### config.mk
export PLATFORM = sky130hd
export DESIGN_NAME = pipe_skid_reg
export DESIGN_NICKNAME = d
export VERILOG_FILES = /design/src/rtl/pipe_skid_reg.sv
export SDC_FILE = /design/constraint.sdc
export NUM_CORES = 1
export LEC_CHECK = 0
export BUFFER_PORTS_ARGS = -buffer_cell sky130_fd_sc_hd__buf_4
export CORE_MARGIN = 2
export CORE_UTILIZATION = 50
export DETAILED_ROUTE_END_ITERATION = 10
export GPL_ROUTABILITY_DRIVEN = 1
export PLACE_DENSITY = 0.8
export SETUP_SLACK_MARGIN = 0.15
export SYNTH_ARGS = -nofsm -noshare
export SYNTH_HDL_FRONTEND = slang
export SYNTH_SLANG_ARGS = --single-unit
export TNS_END_PERCENT = 1
### constraint.sdc
create_clock -name clk -period 5.7 [get_ports clk]
set_clock_uncertainty 0.1 [all_clocks]
set_input_delay 0.57 -clock clk [delete_from_list [all_inputs] [get_ports clk]]
set_output_delay 0.57 -clock clk [all_outputs]
set_load 0.1 [all_outputs]
### src/rtl/pipe_skid_reg.sv
`default_nettype none
// ============================================================================
//  Module      : pipe_skid_reg
//  Description : Pipeline-stage register with valid/ready handshake, a
//                one-entry skid buffer, pipeline flush and exception
//                redirect. Carries {pc, ir, exc, bd} between CPU stages.
//                in_ready is decoded from registered state only, so it has
//                no combinational path from out_ready.
//  Revision    : 1.0 - initial release
// ============================================================================
module pipe_skid_reg #(
    parameter int          EXC_W      = 5,
    parameter logic [31:0] HANDLER_PC = 32'h0000_4180,
    parameter logic [31:0] FLUSH_PC   = 32'h0000_0000
) (
    input  logic             clk,
    input  logic             rst_n,

    input  logic             in_valid,
    output logic             in_ready,
    input  logic [31:0]      in_pc,
    input  logic [31:0]      in_ir,
    input  logic [EXC_W-1:0] in_exc,
    input  logic             in_bd,

    output logic             out_valid,
    input  logic             out_ready,
    output logic [31:0]      out_pc,
    output logic [31:0]      out_ir,
    output logic [EXC_W-1:0] out_exc,
    output logic             out_bd,

    input  logic             flush,
    input  logic             req,
    output logic [1:0]       occupancy
);

    // Occupancy encodings
    localparam logic [1:0] c_OCC_EMPTY = 2'd0;
    localparam logic [1:0] c_OCC_ONE   = 2'd1;
    localparam logic [1:0] c_OCC_FULL  = 2'd2;

    // Head-register load source
    localparam logic [2:0] c_HEAD_HOLD    = 3'd0;
    localparam logic [2:0] c_HEAD_IN      = 3'd1;
    localparam logic [2:0] c_HEAD_SKID    = 3'd2;
    localparam logic [2:0] c_HEAD_HANDLER = 3'd3;
    localparam logic [2:0] c_HEAD_FLUSH   = 3'd4;

    // Registered state
    logic [1:0]       r_occ;
    logic [31:0]      r_head_pc;
    logic [31:0]      r_head_ir;
    logic [EXC_W-1:0] r_head_exc;
    logic             r_head_bd;
    logic [31:0]      r_skid_pc;
    logic [31:0]      r_skid_ir;
    logic [EXC_W-1:0] r_skid_exc;
    logic             r_skid_bd;

    // Next-state decode
    logic             w_in_fire;
    logic             w_out_fire;
    logic [1:0]       w_occ_next;
    logic [2:0]       w_head_sel;
    logic             w_skid_load;
    logic             w_skid_clear;

    // Handshake outputs come straight from registered occupancy
    assign in_ready   = (r_occ != c_OCC_FULL);
    assign out_valid  = (r_occ != c_OCC_EMPTY);
    assign occupancy  = r_occ;

    assign out_pc     = r_head_pc;
    assign out_ir     = r_head_ir;
    assign out_exc    = r_head_exc;
    assign out_bd     = r_head_bd;

    assign w_in_fire  = in_valid & in_ready;
    assign w_out_fire = out_valid & out_ready;

    // Decide occupancy change and data movement; req beats flush beats handshake
    always_comb begin
        w_occ_next   = r_occ;
        w_head_sel   = c_HEAD_HOLD;
        w_skid_load  = 1'b0;
        w_skid_clear = 1'b0;

        if (req) begin
            // Redirect: everything held is dropped, a handler bubble remains
            w_occ_next   = c_OCC_ONE;
            w_head_sel   = c_HEAD_HANDLER;
            w_skid_clear = 1'b1;
        end else if (flush) begin
            w_occ_next   = c_OCC_EMPTY;
            w_head_sel   = c_HEAD_FLUSH;
            w_skid_clear = 1'b1;
        end else begin
            case (r_occ)
                c_OCC_EMPTY: begin
                    if (w_in_fire) begin
                        w_occ_next = c_OCC_ONE;
                        w_head_sel = c_HEAD_IN;
                    end
                end
                c_OCC_ONE: begin
                    if (w_in_fire && w_out_fire) begin
                        w_head_sel = c_HEAD_IN;
                    end else if (w_out_fire) begin
                        w_occ_next = c_OCC_EMPTY;
                    end else if (w_in_fire) begin
                        // Downstream stalled: absorb this entry into the skid slot
                        w_occ_next  = c_OCC_FULL;
                        w_skid_load = 1'b1;
                    end
                end
                c_OCC_FULL: begin
                    // in_ready is low here, so only a drain can happen
                    if (w_out_fire) begin
                        w_occ_next = c_OCC_ONE;
                        w_head_sel = c_HEAD_SKID;
                    end
                end
                default: begin
                    // Unreachable encoding: recover to empty
                    w_occ_next = c_OCC_EMPTY;
                end
            endcase
        end
    end

    // Occupancy register
    always_ff @(posedge clk or negedge rst_n) begin
        if (!rst_n) begin
            r_occ <= c_OCC_EMPTY;
        end else begin
            r_occ <= w_occ_next;
        end
    end

    // Head entry: drives out_* directly and holds its value when empty
    always_ff @(posedge clk or negedge rst_n) begin
        if (!rst_n) begin
            r_head_pc  <= FLUSH_PC;
            r_head_ir  <= 32'd0;
            r_head_exc <= '0;
            r_head_bd  <= 1'b0;
        end else begin
            case (w_head_sel)
                c_HEAD_IN: begin
                    r_head_pc  <= in_pc;
                    r_head_ir  <= in_ir;
                    r_head_exc <= in_exc;
                    r_head_bd  <= in_bd;
                end
                c_HEAD_SKID: begin
                    r_head_pc  <= r_skid_pc;
                    r_head_ir  <= r_skid_ir;
                    r_head_exc <= r_skid_exc;
                    r_head_bd  <= r_skid_bd;
                end
                c_HEAD_HANDLER: begin
                    r_head_pc  <= HANDLER_PC;
                    r_head_ir  <= 32'd0;
                    r_head_exc <= '0;
                    r_head_bd  <= 1'b0;
                end
                c_HEAD_FLUSH: begin
                    r_head_pc  <= FLUSH_PC;
                    r_head_ir  <= 32'd0;
                    r_head_exc <= '0;
                    r_head_bd  <= 1'b0;
                end
                default: begin
                    r_head_pc  <= r_head_pc;
                    r_head_ir  <= r_head_ir;
                    r_head_exc <= r_head_exc;
                    r_head_bd  <= r_head_bd;
                end
            endcase
        end
    end

    // Skid entry: second-in-line while downstream is stalled
    always_ff @(posedge clk or negedge rst_n) begin
        if (!rst_n) begin
            r_skid_pc  <= 32'd0;
            r_skid_ir  <= 32'd0;
            r_skid_exc <= '0;
            r_skid_bd  <= 1'b0;
        end else if (w_skid_clear) begin
            r_skid_pc  <= 32'd0;
            r_skid_ir  <= 32'd0;
            r_skid_exc <= '0;
            r_skid_bd  <= 1'b0;
        end else if (w_skid_load) begin
            r_skid_pc  <= in_pc;
            r_skid_ir  <= in_ir;
            r_skid_exc <= in_exc;
            r_skid_bd  <= in_bd;
        end
    end

endmodule
`default_nettype wire

==> metrics <==
Worst Path Arrival roughly 2700 ps; cts repair resizes 0; Tightest Pin Transition 816 ps; Die Ht between 100 and 150 µm; IO Port Bufs 149; Hold Buf Count CTS 0; drt first pass iters 4; top sig layer met4; Reg clk slew, reported paths about 60 ps; final setup fails 0; pwr/cell area between 300 and 400 mW/mm²; Clock H-tree levels 4; Mean Syn Cell Area roughly 14 µm²; leading cell types in the layout, fill and taps excluded buf_4 (155), dfrtp_1 (142), a22o_1 (137), mux2_2 (67), clkbuf_16 (17); Synth Cell Area a little under 0.006 mm²; CP Launch Type flip-flop; Tcrit/Tclk final roughly 44%; TritonCTS Buffers 17; worst hold path type input pin to async pin; Die X roughly 110 µm; CP Class flip-flop to flip-flop; Worst EP required approximately 6000 ps; Remaining DRCs 0; postcts setup bufs 0; yosys warns 0; Slew Limit Fails 0; final hold violations 0; Cells after Synth between 400 and 500; # IOs 150; met3 wire len between 500 and 600 µm; FF+latch count, synth around 140; static leakage 3.89 nW; drt first-iter violations about 240; Non-Filler Instances 702; antenna violations before repair 0; total grt overflow 0; Clock Latency Late Sink roughly 410 ps; GPL Wtd Cong 0.813; largest cells by area after synthesis dfrtp_1 (60%), a22o_1 (20%), mux2_2 (13%), clkbuf_1 (1.3%), buf_2 (1.1%); first-pass GRT wire length around 22000 µm; Cell variety after synth 23; placed wire-length estimate around 9000 µm; met1 wire length 5590 µm; final layout net count around 630; Final Instance Area 0.00758 mm²; final WL 13700 µm; setup TNS 0 ps; Placed Instances just under 700; P&R area growth vs syn 28.4%; Hold Slack between 70 and 80 ps; core box area between 0.01 and 0.015 mm²; vias in the first global route 4453; total clock sinks between 100 and 150; CTS tree done; DR vias/cell 5.99; wire length per cell about 19 µm; Placed Instance Area between 0.007 and 0.008 mm²; fin crit period around 2500 ps; Starting Density between 50% and 60%; commonest non-fill, non-tap cell in the layout buf_4; status complete, no violations; Yosys top cell area share ~60%; row count 39; # diodes 0; max cap viols 0; fmax about 400 MHz; CP Max Fanout 39; fraction of layout cells with a size suffix above 1 between 40% and 50%; Max Root-Sink Buffers 2; Post-DRT Antenna Nets 0; die footprint roughly 0.013 mm²; Root Buffer clkbuf_16; Tot GR Track Use ~22%; largest net degree at the start of global routing 78; RSZ-0062 raised after global routing no; relative max-transition margin a little under half; Syn Nets just under 500; Fill cells 828; VDD IR max approximately 0.21 mV; detailed-route via count 4204; Seq/Total Area, Yosys around three fifths; metal2 WL 7240 µm; Synth area leader dfrtp_1; crit path capture type flip-flop
==> power by group <==
| part | internal, mW | total, mW | switching [mW] | leakage (nW) |
|---|---|---|---|---|
| clock | 0.564 | 0.935 | 0.371 | 0.242 |
| sequential | 1.05 | 1.07 | 0.0217 | 1.93 |
| combinational | 0.122 | 0.436 | 0.314 | 1.71 |
==> synthesized netlist by cell type <==
cell	n
nor2_1	7
nand2b_1	2
dfrtp_1	142
buf_2	13
o21ai_1	1
clkbuf_1	20
nor3_1	1
and3b_1	1
and2_1	1
o211ai_1	1
mux2i_1	1
mux2_1	3
buf_6	4
a211o_1	1
or2_2	2
a21oi_1	1
inv_1	1
mux2_2	67
a221o_1	3
a22o_1	137
nor2b_1	2
nor3b_1	1
nor3_2	1
==> layer usage <==
| metal | global-route usage [%] | vias up |
|---|---|---|
| li1 | - | 1870 |
| met1 | 27.5 | 2167 |
| met2 | 38.1 | 146 |
| met3 | 4.75 | 21 |
| met4 | 9.84 | 0 |
| met5 | 0 | - |
==> state kept, by name, summed over array words and instances (netlist names) <==
register / count
r_skid_ir: 32
r_skid_bd: 1
out_pc: 32
out_exc: 5
r_skid_exc: 5
occupancy: 2
out_bd: 1
out_ir: 32
r_skid_pc: 32
==> cell type report <==
| cell class | count | area [µm²] | area share, % |
|---|---|---|---|
| Sequential cell | 142 | 3550 | 46.9 |
| Multi-Input combinational cell | 233 | 2180 | 28.8 |
| Timing Repair Buffer | 156 | 1170 | 15.5 |
| Clock buffer | 24 | 472 | 6.23 |
| Tap cell | 143 | 179 | 2.36 |
| Clock inverter | 3 | 15.0 | 0.198 |
| Inverter | 1 | 3.75 | 0.0495 |
==> critical path: stages (launching register included) <==
cell	delay [ps]
dfrtp_1	450
and3b_1	350
and2_2	600
buf_4	520
a22o_1	240
mux2_2	150
==> kinds of logic (layout without fill, tap and decap cells) <==
family,count (synthesis),after routing,synth area share (%)
buf+inv,38,184,3.20
mux,71,71,13.5
compound gates,144,144,21.3
simple gates,18,18,1.72
flops,142,142,60.2
==> path summary, 6_finish.rpt <==
kind | startpoint | to | slack (ps) | cells past startpoint
worst max-delay path | occupancy[0]$_DFFE_PN0P_ | out_ir[1]$_DFFE_PN0P_ | 3210 | 5
worst min-delay path | rst_n | r_skid_pc[10]$_DFFE_PN0P_ | 70 | 1
worst max register to register | occupancy[0]$_DFFE_PN0P_ | out_ir[1]$_DFFE_PN0P_ | 3210 | 5
worst min register to register | out_pc[22]$_DFFE_PN0P_ | out_pc[22]$_DFFE_PN0P_ | 380 | 1
max in group asynchronous | rst_n | out_bd$_DFFE_PN0P_ | 4150 | 2
min in group clk | out_ready | occupancy[1]$_DFFE_PN0P_ | 250 | 2
==> through the flow <==
stage	power, mW	setup WS, ps	utilization (%)
after CTS	2.46	3230	66.1
after global routing	2.53	3090	66.1
after floorplan	1.38	2870	-
after detailed placement	1.52	3020	61.8
final	2.44	3210	66.1
after global placement	1.51	3080	61.8
Note: power is estimated with default switching activity, not from simulation.
